[config.mk]
export PLATFORM = sky130hd
export DESIGN_NAME = motor_duty_ramp_flat
export DESIGN_NICKNAME = d
export VERILOG_FILES = /design/src/rtl/motor_duty_ramp_pkg.sv /design/src/rtl/motor_duty_ramp_if.sv /design/src/rtl/motor_duty_ramp_duty_slew.sv /design/src/rtl/motor_duty_ramp.sv /design/src/flat_wrapper.sv
export SDC_FILE = /design/constraint.sdc
export NUM_CORES = 1
export LEC_CHECK = 0
export BUFFER_PORTS_ARGS = -buffer_cell sky130_fd_sc_hd__buf_2
export CAP_MARGIN = 20
export CORE_ASPECT_RATIO = 1.2
export CORE_UTILIZATION = 45
export DETAILED_ROUTE_END_ITERATION = 6
export GPL_TIMING_DRIVEN = 1
export HOLD_SLACK_MARGIN = 0.05
export PLACE_DENSITY_LB_ADDON = 0.3
export SYNTH_ARGS = -nofsm -noshare
export SYNTH_HDL_FRONTEND = slang
export SYNTH_SLANG_ARGS = --single-unit
[constraint.sdc]
create_clock -name clk -period 5.3 [get_ports clk]
set_input_delay 0 -clock clk [delete_from_list [all_inputs] [get_ports clk]]
set_output_delay 0 -clock clk [all_outputs]
set_load 0.005 [all_outputs]
[src/rtl/motor_duty_ramp_pkg.sv]
// Shared widths, neutral duty, ramp FSM states and the speed-to-duty map
// for the H-bridge duty ramp.
package mtr_pkg;
    localparam int DUTY_W = 11;
    localparam int SPD_W  = 12;

    localparam logic [DUTY_W-1:0] DUTY_NEUTRAL = 11'h400;
    localparam logic [DUTY_W-1:0] CNT_PRE_LAST = 11'h7FE;

    typedef enum logic [1:0] {IDLE, RUN, STOP} ramp_state_t;

    // Halved signed speed centred on neutral: -2048 -> 0x000, 2047 -> 0x7FF.
    function automatic logic [DUTY_W-1:0] spd_to_duty(input logic signed [SPD_W-1:0] spd);
        logic signed [SPD_W-1:0] sum;
        sum = $signed({1'b0, DUTY_NEUTRAL}) + (spd >>> 1);
        return sum[DUTY_W-1:0];
    endfunction
endpackage

[src/rtl/motor_duty_ramp_if.sv]
// Command/status bundle between the motion controller and the duty ramp.
interface motor_duty_ramp_if;
    import mtr_pkg::*;

    logic              en;
    logic              cmd_vld;
    logic [SPD_W-1:0]  lft_spd;
    logic [SPD_W-1:0]  rght_spd;
    logic [DUTY_W-1:0] lft_duty;
    logic [DUTY_W-1:0] rght_duty;
    logic              period_tick;
    logic              at_tgt;
    logic              idle;

    modport master (
        output en, cmd_vld, lft_spd, rght_spd,
        input  lft_duty, rght_duty, period_tick, at_tgt, idle
    );

    modport slave (
        input  en, cmd_vld, lft_spd, rght_spd,
        output lft_duty, rght_duty, period_tick, at_tgt, idle
    );
endinterface

[src/rtl/motor_duty_ramp_duty_slew.sv]
// One duty channel: holds the duty and moves it toward eff_tgt by at most
// RAMP_STEP on each period tick, landing exactly on the target.
module duty_slew
    import mtr_pkg::*;
#(
    parameter int RAMP_STEP = 8
) (
    input  logic              clk,
    input  logic              rst_n,
    input  logic              tick,
    input  logic [DUTY_W-1:0] eff_tgt,
    output logic [DUTY_W-1:0] duty,
    output logic [DUTY_W-1:0] duty_next
);
    localparam logic signed [DUTY_W:0] STEP_S = (DUTY_W+1)'(RAMP_STEP);

    logic [DUTY_W-1:0]       duty_q;
    logic [DUTY_W-1:0]       duty_d;
    logic signed [DUTY_W:0]  diff;

    // A full step is taken only when the target is further away than a step,
    // so the result always stays between duty and target and cannot wrap.
    always_comb begin
        diff   = $signed({1'b0, eff_tgt}) - $signed({1'b0, duty_q});
        duty_d = duty_q;
        if (tick) begin
            if (diff > STEP_S) begin
                duty_d = duty_q + STEP_S[DUTY_W-1:0];
            end else if (diff < -STEP_S) begin
                duty_d = duty_q - STEP_S[DUTY_W-1:0];
            end else begin
                duty_d = eff_tgt;
            end
        end
    end

    always_ff @(posedge clk or negedge rst_n) begin
        if (!rst_n) begin
            duty_q <= DUTY_NEUTRAL;
        end else begin
            duty_q <= duty_d;
        end
    end

    assign duty      = duty_q;
    assign duty_next = duty_d;
endmodule

[src/rtl/motor_duty_ramp.sv]
// Left/right duty feeder for the PWM blocks: target latching, period counter,
// IDLE/RUN/STOP sequencing and two slew-limited duty channels.
module motor_duty_ramp
    import mtr_pkg::*;
#(
    parameter int RAMP_STEP = 8
) (
    input logic               clk,
    input logic               rst_n,
    motor_duty_ramp_if.slave  bus
);
    logic [DUTY_W-1:0] cnt_q, cnt_d;
    logic              tick_q, tick_d;
    logic [DUTY_W-1:0] tgt_l_q, tgt_l_d;
    logic [DUTY_W-1:0] tgt_r_q, tgt_r_d;
    ramp_state_t       state_q, state_d;

    logic [DUTY_W-1:0] eff_l, eff_r;
    logic [DUTY_W-1:0] duty_l, duty_r;
    logic [DUTY_W-1:0] nxt_l, nxt_r;

    // Tick is registered from the count one before the last, so it is high
    // exactly while cnt==7FF and the duty loads as the PWM period rolls over.
    always_comb begin
        cnt_d   = cnt_q + DUTY_W'(1);
        tick_d  = (cnt_q == CNT_PRE_LAST);
        tgt_l_d = bus.cmd_vld ? spd_to_duty(bus.lft_spd)  : tgt_l_q;
        tgt_r_d = bus.cmd_vld ? spd_to_duty(bus.rght_spd) : tgt_r_q;
    end

    always_comb begin
        state_d = state_q;
        unique case (state_q)
            IDLE: if (bus.en) state_d = RUN;
            RUN:  if (!bus.en) state_d = STOP;
            STOP: begin
                if (bus.en) begin
                    state_d = RUN;
                end else if (tick_q && nxt_l == DUTY_NEUTRAL && nxt_r == DUTY_NEUTRAL) begin
                    state_d = IDLE;
                end
            end
            default: state_d = IDLE;
        endcase
    end

    always_ff @(posedge clk or negedge rst_n) begin
        if (!rst_n) begin
            cnt_q   <= '0;
            tick_q  <= 1'b0;
            tgt_l_q <= DUTY_NEUTRAL;
            tgt_r_q <= DUTY_NEUTRAL;
            state_q <= IDLE;
        end else begin
            cnt_q   <= cnt_d;
            tick_q  <= tick_d;
            tgt_l_q <= tgt_l_d;
            tgt_r_q <= tgt_r_d;
            state_q <= state_d;
        end
    end

    assign eff_l = (state_q == RUN) ? tgt_l_q : DUTY_NEUTRAL;
    assign eff_r = (state_q == RUN) ? tgt_r_q : DUTY_NEUTRAL;

    duty_slew #(.RAMP_STEP(RAMP_STEP)) u_slew_l (
        .clk       (clk),
        .rst_n     (rst_n),
        .tick      (tick_q),
        .eff_tgt   (eff_l),
        .duty      (duty_l),
        .duty_next (nxt_l)
    );

    duty_slew #(.RAMP_STEP(RAMP_STEP)) u_slew_r (
        .clk       (clk),
        .rst_n     (rst_n),
        .tick      (tick_q),
        .eff_tgt   (eff_r),
        .duty      (duty_r),
        .duty_next (nxt_r)
    );

    assign bus.lft_duty    = duty_l;
    assign bus.rght_duty   = duty_r;
    assign bus.period_tick = tick_q;
    assign bus.at_tgt      = (duty_l == eff_l) && (duty_r == eff_r);
    assign bus.idle        = (state_q == IDLE);
endmodule

[src/flat_wrapper.sv]
// flat-port wrapper written by rule: the top's interface ports become plain ports
module motor_duty_ramp_flat import mtr_pkg::*;
#(
    parameter int RAMP_STEP = 8
)
  (clk, rst_n, bus_en, bus_cmd_vld, bus_lft_spd, bus_rght_spd, bus_lft_duty, bus_rght_duty, bus_period_tick, bus_at_tgt, bus_idle);
  motor_duty_ramp_if bus_i ();
  input logic clk;
  input logic rst_n;
  input wire logic [$bits(bus_i.en)-1:0] bus_en;
  input wire logic [$bits(bus_i.cmd_vld)-1:0] bus_cmd_vld;
  input wire logic [$bits(bus_i.lft_spd)-1:0] bus_lft_spd;
  input wire logic [$bits(bus_i.rght_spd)-1:0] bus_rght_spd;
  output wire logic [$bits(bus_i.lft_duty)-1:0] bus_lft_duty;
  output wire logic [$bits(bus_i.rght_duty)-1:0] bus_rght_duty;
  output wire logic [$bits(bus_i.period_tick)-1:0] bus_period_tick;
  output wire logic [$bits(bus_i.at_tgt)-1:0] bus_at_tgt;
  output wire logic [$bits(bus_i.idle)-1:0] bus_idle;
  assign bus_i.en = bus_en;
  assign bus_i.cmd_vld = bus_cmd_vld;
  assign bus_i.lft_spd = bus_lft_spd;
  assign bus_i.rght_spd = bus_rght_spd;
  assign bus_lft_duty = bus_i.lft_duty;
  assign bus_rght_duty = bus_i.rght_duty;
  assign bus_period_tick = bus_i.period_tick;
  assign bus_at_tgt = bus_i.at_tgt;
  assign bus_idle = bus_i.idle;
  motor_duty_ramp #(.RAMP_STEP(RAMP_STEP)) u_core (.clk(clk), .rst_n(rst_n), .bus(bus_i));
endmodule
-- After elaboration in Yosys (flattened, before gate mapping)
Index checks and enable logic that the tools add are counted.
Widths: inputs -> output; s select.
- shift operators: 0
- equal/unequal tests: 10
- divide/modulo/power cells: 0
- bitwise logic cells: 0
- $mul: 0
- muxes and demuxes: 13
- reductions and logical operators: 5
- add/subtract/negate cells: 9
- magnitude comparators: 4
- operator list (operator ; count):
    $mux 11 ; 8
    $eq 11x11->1 const B ; 3
    $gt 12x5->1 const B ; 2
    $lt 12x4->1 const B ; 2
    $sub 11x11->12 ; 2
    $add 11x11->11 const A ; 2
    $add 11x4->11 const B ; 2
    $eq 11x11->1 ; 2
    $sub 11x4->11 const B ; 2
    $add 11x1->11 const B ; 1
    $mux 2 ; 4
    $pmux 2 s3 ; 1
    $ne 2x2->1 const B ; 2
    $logic_and 1x1->1 ; 3
    $ne 3x2->1 const B ; 1
    $reduce_and 3->1 ; 1
    $eq 2x1->1 const B ; 1
    $eq 2x2->1 const B ; 1
    $logic_not 2->1 ; 1
- output and inout bits: 25
- memory bits (read-only): 0
- bits of input ports: 28
- flip-flop bits (word level): 58
- memory bits (writable): 0
- bits in latches: 0
- memories: 0
- logic and storage cells: 48

-- Depth between registers and ports, before layout
- depth in word-level cells: 13
- mapped depth: 19
- gate-level depth less buffers: 17

-- Cells and area by module
A second synthesis with hierarchy kept.
- cells, all modules: 586
- area, all modules: 5107.4 um^2
- modules (own cells, without submodules) (module ; cells each ; sequential area each (um^2) ; instances ; area each (um^2)):
    motor_duty_ramp ; 207 ; 903.4 ; 1 ; 2080.7
    duty_slew at u_core.u_slew_l ; 193 ; 276.5 ; 1 ; 1561.5
    duty_slew at u_core.u_slew_r ; 186 ; 276.5 ; 1 ; 1465.2

-- Least setup slack after synthesis
Ideal clock, no wire load.
- path kind: register -> register
- start point: register u_core.state_q[0]
- end point: register u_core.state_q[1]
- stages on the path, launching flop included: 19
- buffers on the path: 2
- arrival time: 4094 ps
- period minus slack after synthesis: 4227 ps
- data required time: 5167 ps
- path slack: 1073 ps
- setup time: 133 ps
- cells stage by stage: dfrtp_1 nor2b_1 clkbuf_1 buf_1 nand2_1 ha_1 inv_1 fa_1 a211oi_4 o32ai_2 nor2_1 nor3_1 a311oi_2 and2_1 mux2_2 o32ai_1 o211ai_1 nor4b_2 a31oi_1
- word-level cells in the longest chain between the ends: 12
- elaborated cells on any way between the ends: 26
- classes of those cells: add/sub (2); order compare (4); eq/ne (7); mux (9); reduce/logical (4)
- ends and longest elaborated chain (item ; line ; RTL):
    from (decl) ; motor_duty_ramp.sv:16 ; ramp_state_t state_q, state_d;
    from (signal assigned) ; motor_duty_ramp.sv:59 ; state_q <= state_d;
    $eq 2x1->1 ; motor_duty_ramp.sv:33, motor_duty_ramp.sv:63, motor_duty_ramp.sv:64 ;
    $mux 11 ; motor_duty_ramp.sv:63 ; assign eff_l = (state_q == RUN) ? tgt_l_q : DUTY_NEUTRAL;
    $sub 11x11->12 ; motor_duty_ramp_duty_slew.sv:24 ; diff = $signed({1'b0, eff_tgt}) - $signed({1'b0, duty_q});
    $lt 12x4->1 ; motor_duty_ramp_duty_slew.sv:29 ; end else if (diff < -STEP_S) begin
    $mux 11 ; motor_duty_ramp_duty_slew.sv:29 ;
    $mux 11 ; motor_duty_ramp_duty_slew.sv:27 ; if (diff > STEP_S) begin
    $mux 11 ; motor_duty_ramp_duty_slew.sv:26 ; if (tick) begin
    $eq 11x11->1 ; motor_duty_ramp.sv:39 ; end else if (tick_q && nxt_l == DUTY_NEUTRAL && nxt_r == DUTY_NEUTRAL) begin
    $logic_and 1x1->1 (2 in a row) ; motor_duty_ramp.sv:39 ;
    $ne 3x2->1 (no source line) ; -- ;
    $reduce_and 3->1 (no source line) ; -- ;
Several ways; a longest one is shown, not always the timed one.
A chain may end at the register's enable or synchronous reset.

-- Worst setup path in the final report
Same ends and word-level chain as after synthesis.

==> metrics.txt <==
status=finished, final reports clean; Worst Path Required=5.51 ns; Tmin final=4.778 ns; fin. max-slew vios=0; kind of start point of the critical path=register; crit-path max cell delay=0.51 ns; post-synth cell types=92; Worst Hold Class=input pin to register; Max clock buf depth=2; Initial DRC Count=275; drt via density=5.968; prevailing post-synth register cell=dfrtp_1; initial antenna violation count=0; row cnt=41; Post-Place Worst Slack=0.5792 ns; number of port buffers=50; Critical R2R Launch=u_core.state_q[0]; Starting Density=46.28%; Max Clock Freq=0.2093 GHz; CP bufs+invs=2; Synth warnings=0; Mean Syn Cell Area=8.980 µm²; largest net degree at the start of global routing=59; share of cells above drive strength 1=21.37%; Worst-Skew Late Latency=0.34 ns; Core Area=10520 µm²; first-pass GRT wire length=20620 µm; final setup vio count=0; crit-path cells=nor2b_1 > buf_4 > nand2_1 > ha_1 > inv_1 > fa_1 > a211oi_4 > o32ai_2 > nor2_1 > nor3_1 > a311oi_2 > and2_1 > mux2_2 > o32ai_1 > o211ai_1 > nor4b_2 > a31oi_1; final worst-path setup slack=0.5222 ns; top cell type's share of synthesized area=27.76%; Synth async-reset ratio=100.0%; CP delay by family, top=compound AO/OA/AOI/OAI gates; PD cells=251.7 nW/µm²; DRC violations left=0; ANT nets after route=0; Max FO, Critical Path=22; die area=11240 µm²; Setup CP Type=register to register; number of synthesized flops with an enable pin=0; RSZ-0062 raised after global routing=false; WP data arrival=4.98 ns; sequential-to-total area share from yosys stat=29.92%; Root Driver=clkbuf_16; htree depth=3; Clk pin slew, worst setup/hold paths=0.06 ns; die width=96.94 µm; Fillers=947; Core Util, Final=54.12%; count leader, synth=dfrtp_1; drt total wl=12900 µm; Max Cap Viol=0; number of I/O pins=53; synth cell count leaders=dfrtp_1, nand2_1, inv_1; area delta synth->final=16.94%; LEAKAGE=2.536 nW; post-DR wirelength/cell=17.38 µm; Cells after Synth=542; CTS Buf Count=9; # diodes=0; Synthesized Nets=601; register bit total from synthesis=58; clock sink count=58; final net count=667; CTS tree=done; vias in the first global route=4267; Crit-path slowest cell=a311oi_2; postcts setup bufs=0; worst ir drop on vdd=0.1822 mV; Hold WS=0.1795 ns; cell type with the largest total area after synthesis=dfrtp_1; hold path startpoint=bus_cmd_vld; launch point of the worst path=u_core.state_q[0]; Vias=4428; Worst Tran Pin Value=1.059 ns; total gr overflow=0; Slew Limit Headroom=29.38%; DR pass1 iterations=5; Crit. End Element=register; Setup Total Neg Slack=0 ns; synthesized area=4867 µm²; GP Congestion=0.8974; final hold violations=0; final worst-path cycle share=90.15%; Die Y=115.9 µm; Total GRT Usage=23.33%; detailed placement HPWL=9485 µm; Area contributors post-synth=dfrtp_1, ha_1, mux2_2; total power draw=1.433 mW; Clock Skew=0.007986 ns
worst min-delay path, delay by kind of cell:
kind / cells / cell delay, ns
AO/OA/AOI/OAI: 1 / 0.05
buffers and inverters: 1 / 0.29
AND/OR/NAND/NOR: 1 / 0.17
path summary, 6_finish.rpt:
path / endpoint / slack, ns / cells past startpoint
max reg2reg: u_core.state_q[1] / 0.52 / 17
min reg2reg: u_core.cnt_q[4] / 0.47 / 1
min in group asynchronous: u_core.u_slew_l.duty[4] / 0.35 / 3
max: u_core.state_q[1] / 0.52 / 17
min: u_core.tgt_r_q[10] / 0.18 / 3
max in group asynchronous: u_core.cnt_q[6] / 4.45 / 3
kinds of logic (layout without fill, tap and decap cells):
kind of cell             Yosys count  count (layout)  synth area share (%)
flip-flops                        58              58                 29.92
buffers and inverters             62             133                 6.272
AO/OA/AOI/OAI                    142             142                 22.29
AND/OR/NAND/NOR                  194             194                 21.49
XOR/XNOR                          21              21                 3.779
multiplexers                      34              34                 7.969
adder cells (fa/ha/maj)           31              31                 8.278
report_power, final:
part / switching [mW] / internal [mW]
combinational: 0.207 / 0.161
clock: 0.218 / 0.376
sequential: 0.00952 / 0.462
total: 0.434 / 0.999
repair_timing:
| item | in CTS | in global routing |
|---|---|---|
| endpoints found under the hold margin | 78 | 0 |
| resized for setup | 0 | 0 |
| hold buffers | 24 | 0 |
cell usage in the layout (no fill, tap or decap), types with 5 or more instances in the layout:
cell type and n:
and2_1 20, buf_2 50, and3_1 7, nand2_1 43, o21ai_0 19, nand3_1 24, nand2b_1 9, clkbuf_16 9
nor4_1 7, nand4_1 7, mux2_2 25, nor2_1 31, o22ai_1 7, dfrtp_1 54, ha_1 29, xnor2_1 16
o211ai_1 8, dlygate4sd3_1 24, xor2_1 5, nor2b_1 5, inv_1 40, a21o_1 6, mux2i_1 5, a21oi_1 30
nor3_1 12
routing by layer:
metal	part of all wire, %	routed length (µm)	GRT usage [%]	vias to the layer above
met4	4.9	634	14.53	0
li1	-	-	-	2122
met2	51	6532	41.55	136
met3	4.1	531	4.343	47
met1	40	5196	25.98	2123
met5	0	0	0	-
cell type report:
class / instances / area [µm²] / area share, %
inverters: 40 / 150.1 / 2.638
multi-input cells: 422 / 3105 / 54.56
clock inverters: 6 / 66.31 / 1.165
clock buffers: 10 / 239.0 / 4.199
well taps: 129 / 161.4 / 2.836
repair buffers: 77 / 513.0 / 9.013
flip-flops and latches: 58 / 1456 / 25.59
flip-flops by register name, indices dropped and copies added (netlist names):
name / count
u_core.cnt_q: 11
u_core.tgt_l_q: 11
u_core.tgt_r_q: 11
u_core.u_slew_l.duty: 11
u_core.u_slew_r.duty: 11
u_core.state_q: 2
u_core.bus.period_tick: 1
stage by stage:
stage          instance area [µm²]  cells
6_report                      5692    742
3_3_place_gp                  5146    702
4_1_cts                       5692    742
2_1_floorplan                 4867    542
3_5_place_dp                  5146    702
5_1_grt                       5692    742
(Power assumes the default switching activity.)
